File: src/rtl/tone_pkg.sv
// Shared types and constants for the buzzer tone scheduler.
package tone_pkg;

    typedef logic [2:0]  note_idx_t;
    typedef logic [18:0] period_t;

    typedef enum logic [1:0] {
        IDLE = 2'd0,
        PLAY = 2'd1,
        GAP  = 2'd2
    } tone_state_t;

    // C4, D4, E4, F4, G4 half... full PWM periods in 100 MHz clk cycles
    localparam period_t PERIOD_TBL [5] = '{
        19'd382219, 19'd340530, 19'd303370, 19'd286344, 19'd255102
    };

    function automatic period_t note_period(input note_idx_t idx);
        case (idx)
            3'd0:    return PERIOD_TBL[0];
            3'd1:    return PERIOD_TBL[1];
            3'd2:    return PERIOD_TBL[2];
            3'd3:    return PERIOD_TBL[3];
            3'd4:    return PERIOD_TBL[4];
            default: return PERIOD_TBL[0];
        endcase
    endfunction

endpackage

File: src/rtl/tone_fifo.sv
// Small synchronous FIFO for note events; pointers carry one extra wrap bit.
module tone_fifo #(
    parameter int unsigned DEPTH = 4,
    parameter int unsigned WIDTH = 3
) (
    input  logic             clk,
    input  logic             rst,
    input  logic             flush,
    input  logic             push,
    input  logic [WIDTH-1:0] din,
    input  logic             pop,
    output logic [WIDTH-1:0] dout,
    output logic             full,
    output logic             empty
);

    localparam int unsigned AW = $clog2(DEPTH);

    logic [WIDTH-1:0] mem [DEPTH];
    logic [AW:0]      wr_ptr;
    logic [AW:0]      rd_ptr;
    logic             do_push;
    logic             do_pop;

    assign full    = (wr_ptr[AW] != rd_ptr[AW]) && (wr_ptr[AW-1:0] == rd_ptr[AW-1:0]);
    assign empty   = (wr_ptr == rd_ptr);
    assign do_push = push && !full;
    assign do_pop  = pop && !empty;
    assign dout    = mem[rd_ptr[AW-1:0]];

    always_ff @(posedge clk) begin
        if (rst || flush) begin
            wr_ptr <= '0;
            rd_ptr <= '0;
        end else begin
            if (do_push) wr_ptr <= wr_ptr + 1'b1;
            if (do_pop)  rd_ptr <= rd_ptr + 1'b1;
        end
    end

    always_ff @(posedge clk) begin
        if (do_push) mem[wr_ptr[AW-1:0]] <= din;
    end

endmodule

File: src/rtl/tone_scheduler.sv
// Button-to-buzzer note sequencer: edge detect, arbiter, event FIFO, play/gap FSM.
// Define TONE_SCHED_PREEMPT_EN to turn btnDb[4] into a stop key that flushes everything.
module tone_scheduler
    import tone_pkg::*;
#(
    parameter int unsigned TONE_MS = 200,
    parameter int unsigned GAP_MS  = 50,
    parameter int unsigned QDEPTH  = 4
) (
    input  logic        clk,
    input  logic        rst,
    input  logic        tick,
    input  logic [4:0]  btnDb,
    output logic        tone_en,
    output logic [18:0] tone_period,
    output logic [2:0]  tone_idx,
    output logic        busy,
    output logic        q_full
);

    localparam logic [15:0] TONE_LAST = 16'(TONE_MS - 1);
    localparam logic [15:0] GAP_LAST  = (GAP_MS == 0) ? 16'd0 : 16'(GAP_MS - 1);

    tone_state_t state;
    logic [15:0] cnt;
    logic [4:0]  btn_prev;
    logic [4:0]  rise;
    logic [4:0]  note_rise;
    logic [4:0]  pending;
    logic [4:0]  grant;
    note_idx_t   grant_idx;
    note_idx_t   q_dout;
    logic        q_empty;
    logic        push;
    logic        pop;
    logic        stop;

    assign rise = btnDb & ~btn_prev;

`ifdef TONE_SCHED_PREEMPT_EN
    assign stop      = rise[4];
    assign note_rise = {1'b0, rise[3:0]};
`else
    assign stop      = 1'b0;
    assign note_rise = rise;
`endif

    // Lowest pending bit wins; nothing is granted while the FIFO is full.
    always_comb begin
        grant     = '0;
        grant_idx = '0;
        if (!q_full && (pending != '0) && !stop) begin
            for (int unsigned i = 0; i < 5; i++) begin
                if (pending[i] && (grant == '0)) begin
                    grant[i]  = 1'b1;
                    grant_idx = 3'(i);
                end
            end
        end
    end

    assign push = (grant != '0);
    assign pop  = (state == IDLE) && !q_empty && !stop;
    assign busy = (state != IDLE);

    always_ff @(posedge clk) begin
        if (rst) begin
            btn_prev <= '1;
            pending  <= '0;
        end else begin
            btn_prev <= btnDb;
            pending  <= stop ? 5'd0 : ((pending | note_rise) & ~grant);
        end
    end

    tone_fifo #(
        .DEPTH (QDEPTH),
        .WIDTH (3)
    ) u_fifo (
        .clk   (clk),
        .rst   (rst),
        .flush (stop),
        .push  (push),
        .din   (grant_idx),
        .pop   (pop),
        .dout  (q_dout),
        .full  (q_full),
        .empty (q_empty)
    );

    always_ff @(posedge clk) begin
        if (rst) begin
            state       <= IDLE;
            cnt         <= '0;
            tone_en     <= 1'b0;
            tone_idx    <= '0;
            tone_period <= PERIOD_TBL[0];
        end else if (stop) begin
            state   <= IDLE;
            cnt     <= '0;
            tone_en <= 1'b0;
        end else begin
            case (state)
                IDLE: begin
                    if (!q_empty) begin
                        tone_idx    <= q_dout;
                        tone_period <= note_period(q_dout);
                        tone_en     <= 1'b1;
                        cnt         <= '0;
                        state       <= PLAY;
                    end
                end
                PLAY: begin
                    if (tick) begin
                        if (cnt == TONE_LAST) begin
                            tone_en <= 1'b0;
                            cnt     <= '0;
                            state   <= (GAP_MS == 0) ? IDLE : GAP;
                        end else begin
                            cnt <= cnt + 16'd1;
                        end
                    end
                end
                GAP: begin
                    if (tick) begin
                        if (cnt == GAP_LAST) state <= IDLE;
                        else                 cnt   <= cnt + 16'd1;
                    end
                end
                default: state <= IDLE;
            endcase
        end
    end

endmodule

File: config.mk
export PLATFORM = sky130hd
export DESIGN_NAME = tone_scheduler
export DESIGN_NICKNAME = d
export VERILOG_FILES = /design/src/rtl/tone_pkg.sv /design/src/rtl/tone_fifo.sv /design/src/rtl/tone_scheduler.sv
export SDC_FILE = /design/constraint.sdc
export NUM_CORES = 1
export LEC_CHECK = 0
export CAP_MARGIN = 20
export CORE_UTILIZATION = 50
export CTS_CLUSTER_DIAMETER = 50
export DETAILED_ROUTE_END_ITERATION = 8
export DONT_BUFFER_PORTS = 1
export GPL_TIMING_DRIVEN = 0
export MAX_ROUTING_LAYER = met4
export SLEW_MARGIN = 20
export SYNTH_ARGS = -nofsm -noshare
export SYNTH_HDL_FRONTEND = slang
export SYNTH_SLANG_ARGS = --single-unit
File: constraint.sdc
create_clock -name clk -period 4 [get_ports clk]
set_input_delay 0.8 -clock clk [delete_from_list [all_inputs] [get_ports clk]]
set_output_delay 0.8 -clock clk [all_outputs]
set_load 0.02 [all_outputs]
=== Yosys cells after proc, flatten, opt, wreduce, memory -nomap -nowiden ===
Memories as Yosys holds them, arrays and structs flattened. A register that Yosys moved wholly into a read port is not among the register bits.
Index checks and enable logic that the tools add are counted.

* Logic and storage cells: 97
* Output and inout port bits: 25
* RAM bits: 12
* Memories: 1
* Input bits: 8
* Register bits: 57

* Add/sub/neg operators: 3
* Multiplexer cells: 36
* Equal/unequal tests: 17
* Reduce and logical (&&, ||, !) cells: 24
* Bitwise gates (word level): 7

{| class="wikitable"
|+ Memories
! name !! words !! bits a word !! rd ports !! clocked after memory_dff !! write ports !! RTL line !! RTL
|-
| u_fifo.mem || 4 || 3 || 1 || 1 || 1 || tone_fifo.sv:19 || <nowiki>logic [WIDTH-1:0] mem [DEPTH];</nowiki>
|}

{| class="wikitable"
|+ Operators with widths
! kind !! count
|-
| 2-to-1 mux 16 bit || 5
|-
| case mux 19 bit (4 select lines) || 1
|-
| case mux 16 bit (3 select lines) || 1
|-
| 2-to-1 mux 2 bit || 9
|-
| adder 16 x 1 -> 16 bit, second input constant || 1
|-
| equality test 16 x 6 -> 1 bit, second input constant || 1
|-
| equality test 16 x 8 -> 1 bit, second input constant || 1
|-
| 2-to-1 mux 1 bit || 15
|-
| != test 2 bit, second input constant || 6
|-
| bitwise AND 5 bit || 2
|-
| NOT 5 bit || 2
|-
| AND reduction 5 bit || 2
|-
| nonzero test 5 bit || 2
|-
| logical AND 1 bit || 9
|-
| adder 3 x 1 -> 3 bit, second input constant || 2
|-
| equality test 3 x 2 -> 1 bit, second input constant || 2
|-
| 2-to-1 mux 3 bit || 2
|-
| case mux 2 bit (3 select lines) || 1
|-
| 2-to-1 mux 5 bit || 1
|-
| OR 5 bit || 1
|-
| logical NOT 2 bit || 2
|-
| logical NOT 4 bit || 1
|-
| AND reduction 4 bit || 1
|-
| nonzero test 2 bit || 2
|-
| 13 further kinds || 15
|}

=== Logic depth before layout (Yosys ltp) ===
* Word-level depth: 25
* Depth in mapped cells: 9
* Mapped depth without buffers: 7

=== Hierarchy ===
Synthesis repeated with hierarchy kept, for this count alone.

* Cell total of the unflattened synthesis: 355
* Area, all modules: 3326.9 um^2

{| class="wikitable"
|+ Modules (own cells, without submodules)
! module !! area an instance (um^2) !! cells an instance !! times used !! seq. area each (um^2)
|-
| tone_scheduler || 2318.5 || 272 || 1 || 920.9
|-
| tone_fifo || 1008.5 || 83 || 1 || 520.5
|}

=== Worst setup path before layout ===
OpenSTA, ideal clock, no wires.

* Path type: register to output
* Start: register u_fifo.wr_ptr[1]
* End: output port q_full
* Stages on the path, launching flop included: 3
* Slack: 1906 ps
* Buffers on the path: 0
* Required time: 3200 ps
* Arrival time: 1294 ps
* Path through: dfxtp_1 > xor2_1 > nor3_1

* Word-level cells in the longest chain between the ends: 2

{| class="wikitable"
|+ Ends and longest elaborated chain
! what !! RTL line !! RTL
|-
| from (decl) || tone_fifo.sv:20 || <nowiki>logic [AW:0] wr_ptr;</nowiki>
|-
| from (signal assigned) || tone_fifo.sv:36 || <nowiki>if (do_push) wr_ptr <= wr_ptr + 1'b1;</nowiki>
|-
| equality test 2 bit || tone_fifo.sv:25 || <nowiki>assign full = (wr_ptr[AW] != rd_ptr[AW]) && (wr_ptr[AW-1:0] == rd_ptr[AW-1:0]);</nowiki>
|-
| logical AND 1 bit || tone_fifo.sv:25 ||
|-
| to (decl) || tone_scheduler.sv:18 || <nowiki>output logic q_full</nowiki>
|}

No other way between the ends.

=== Worst setup path after layout ===
Same ends and word-level chain as after synthesis.

==> results.py <==
metrics = {
    "critical_path": {
        "worstPathArrival_ps": 1610,
        "max_stage_delay_ps": 670,
        "r2r-start": "state[0]",
        "crit_slowest_cell": "nor3_2",
        "path_class": "register to output port",
        "endpoint_kind": "output port",
        "startpoint_type": "register",
        "crit_required_ps": 3200,
        "critPathLaunch": "u_fifo.wr_ptr[1]",
        "path_cells": "xor2_1 -> nor3_2",
        "cp_max_fo": 7,
    },
    "synthesis": {
        "synth_area_leader_cell": "dfxtp_1",
        "synth_cell_type_count": 52,
        "yosysTopAreaCellShare": 0.345,
        "syn-cell-area_um2": 3130,
        "syn-num-nets": 354,
        "synthCells": 335,
        "seq_area_frac_synth": 0.460,
        "yosysMostFrequentCell": "dfxtp_1",
        "yosys_register_bits": 66,
        "synth_edf_count": 12,
        "synthTopCellsByCount": "54 x dfxtp_1, 28 x nand2_1, 28 x nor2_1",
        "synth_area_leaders": "dfxtp_1 34%, edfxtp_1 11%, ha_1 4.4%",
        "ys_warn_count": 0,
        "avgSynthCellArea_um2": 9.36,
        "synthArstFlopShare": 0,
        "ys.flop_type": "dfxtp_1",
    },
    "floorplan": {
        "fp.dieH_um": 81.2,
        "dieWidth_um": 81.2,
        "start_util": 0.523,
        "dieArea_um2": 6590,
        "ios": 33,
        "core-area_um2": 5990,
        "placementRows": 28,
    },
    "global_route": {
        "top_usage_layer": "met2",
        "grt_max_degree": 14,
        "grt-ovfl-total": 0,
        "grt_pass1_wl_um": 10600,
        "grt_usage": 0.222,
        "antenna_found_initial": 0,
        "grt_util_met2": 0.332,
        "use_met1": 0.289,
        "grt_pass1_vias": 2196,
        "grt_use_met3": 0.0517,
    },
    "clocking": {
        "cts_buffer_depth": 2,
        "clk_latency_ps": 330,
        "clk_transition_reported_paths_ps": 70,
        "postCtsHoldBufs": 0,
        "post_cts_buffers": 0,
        "cts_max_level": 3,
        "cts_tree": "done",
        "cts.sinks": 66,
        "root_buffer": "clkbuf_8",
        "cts_buffers": 9,
        "ctsResizeCount": 0,
    },
    "sta": {
        "final_max_slew_viol_count": 0,
        "fin_worst_skew_ps": 6.11,
        "hold_viol": 0,
        "rsz0062_at_grt": "false",
        "relSlewSlack": 0.468,
        "tns_ps": 0,
        "fmax_ghz": 0.414,
        "holdWs_ps": 493,
        "finalSetupViolations": 0,
        "post-route-period-util": 0.604,
        "worst_pin_slew_ps": 791,
        "layout_min_cycle_time_ps": 2410,
    },
    "routing": {
        "antenna_left": 0,
        "wl_per_cell_um": 15.3,
        "viasPerCell": 5.76,
        "drt_pass1_iterations": 4,
        "drt_iter0_drc": 133,
        "drc": 0,
        "vias": 2455,
        "wl_um": 6530,
    },
    "cells_and_area": {
        "multi_input_area_um2": 1540,
        "layout-drive-gt1-share": 0.123,
        "fin_nets": 365,
        "area_delta_synth_final_pct": 9.38,
        "fill_cells": 553,
        "antennaDiodeCount": 0,
        "seq_area_um2": 1440,
    },
    "pwr": {
        "max-vdd-ir-drop_mv": 0.343,
        "power.density_nw_per_um2": 633,
        "p_leak_nw": 1.20,
    },
    "worst_hold_path": {
        "hp-start": "btn_prev[1]",
        "hp-class": "register to register",
    },
    "status": {
        "status": "finished clean",
    },
    "place": {
        "port_buffers": 0,
        "routabilityCongestion": 0.850,
        "hpwl_um": 4670,
    },
    "flow_run": {
        "drv_cap": 0,
    },
}
state kept, by name, summed over array words and instances, names as in the netlist, named ones only:
name and cells:
btn_prev 5, u_fifo.wr_ptr 3, pending 5, u_fifo.rd_ptr 3, cnt 16, state 2
tone_idx 3, tone_en 1, u_fifo.mem 12, tone_period 14
critical path: cells and delay by family, from the launching register on:
kind,cells,cell delay (ps)
simple gates,1,670
xor+xnor,1,170
flops,1,440
logic make-up (layout without fill, tap and decap cells):
kind of cell / after synthesis / count (layout) / share of synthesized area
adder cells (fa/ha/maj): 11 / 11 / 0.0439
AND/OR/NAND/NOR: 137 / 137 / 0.234
multiplexers: 6 / 6 / 0.0311
buffers and inverters: 33 / 49 / 0.0507
XOR/XNOR: 11 / 11 / 0.0307
flip-flops: 66 / 66 / 0.460
AO/OA/AOI/OAI: 71 / 71 / 0.150
report_power, final:
group / internal, mW / switching [mW] / total (mW)
Clock: 0.290 / 0.258 / 0.548
Combinational: 0.273 / 0.448 / 0.722
Sequential: 0.766 / 0.134 / 0.900
Total: 1.33 / 0.840 / 2.17
layout make-up:
class                      instances  share of cell area
clock buffer                      10              0.0372
buffer                            20              0.0321
inverter                          13              0.0142
multi-input combinational        236               0.449
sequential                        66               0.420
clock inverter                     6              0.0197
tap                               75              0.0274
path summary, 6_finish.rpt:
| check | slack (ps) | cells after the start | to |
|---|---|---|---|
| hold / removal | 490 | 2 | pending[1] |
| setup / recovery | 1590 | 2 | q_full |
| hold reg to reg | 490 | 2 | pending[1] |
| setup reg to reg | 1650 | 9 | cnt[11] |
layer usage:
layer / share of wire / vias up
li1: - / 1225
met1: 0.48 / 1151
met2: 0.45 / 73
met3: 0.062 / 6
met4: 0.0058 / 0
met5: 0 / -
stage by stage:
step / setup slack, ps / cells / area [um^2] / power [mW] / utilization
4_1_cts: 1570 / 426 / 3430 / 2.19 / 0.572
6_report: 1590 / 426 / 3430 / 2.17 / 0.572
3_3_place_gp: 1490 / 410 / 3230 / 1.63 / 0.539
3_5_place_dp: 1650 / 410 / 3230 / 1.63 / 0.540
5_1_grt: 1420 / 426 / 3430 / 2.31 / 0.572
2_1_floorplan: 1910 / 335 / 3130 / 1.47 / -
cells in the final DEF (no fill, tap or decap), drive strengths merged, types with 8 or more instances in the layout:
cell type	instances
a21oi	27
buf	9
clkbuf	21
dfxtp	54
edfxtp	12
ha	11
inv	14
nand2	28
nand3	14
nor2	28
nor3	12
o21ai	8
or2	8
or3	8
Power figures use the tool's default switching activity.
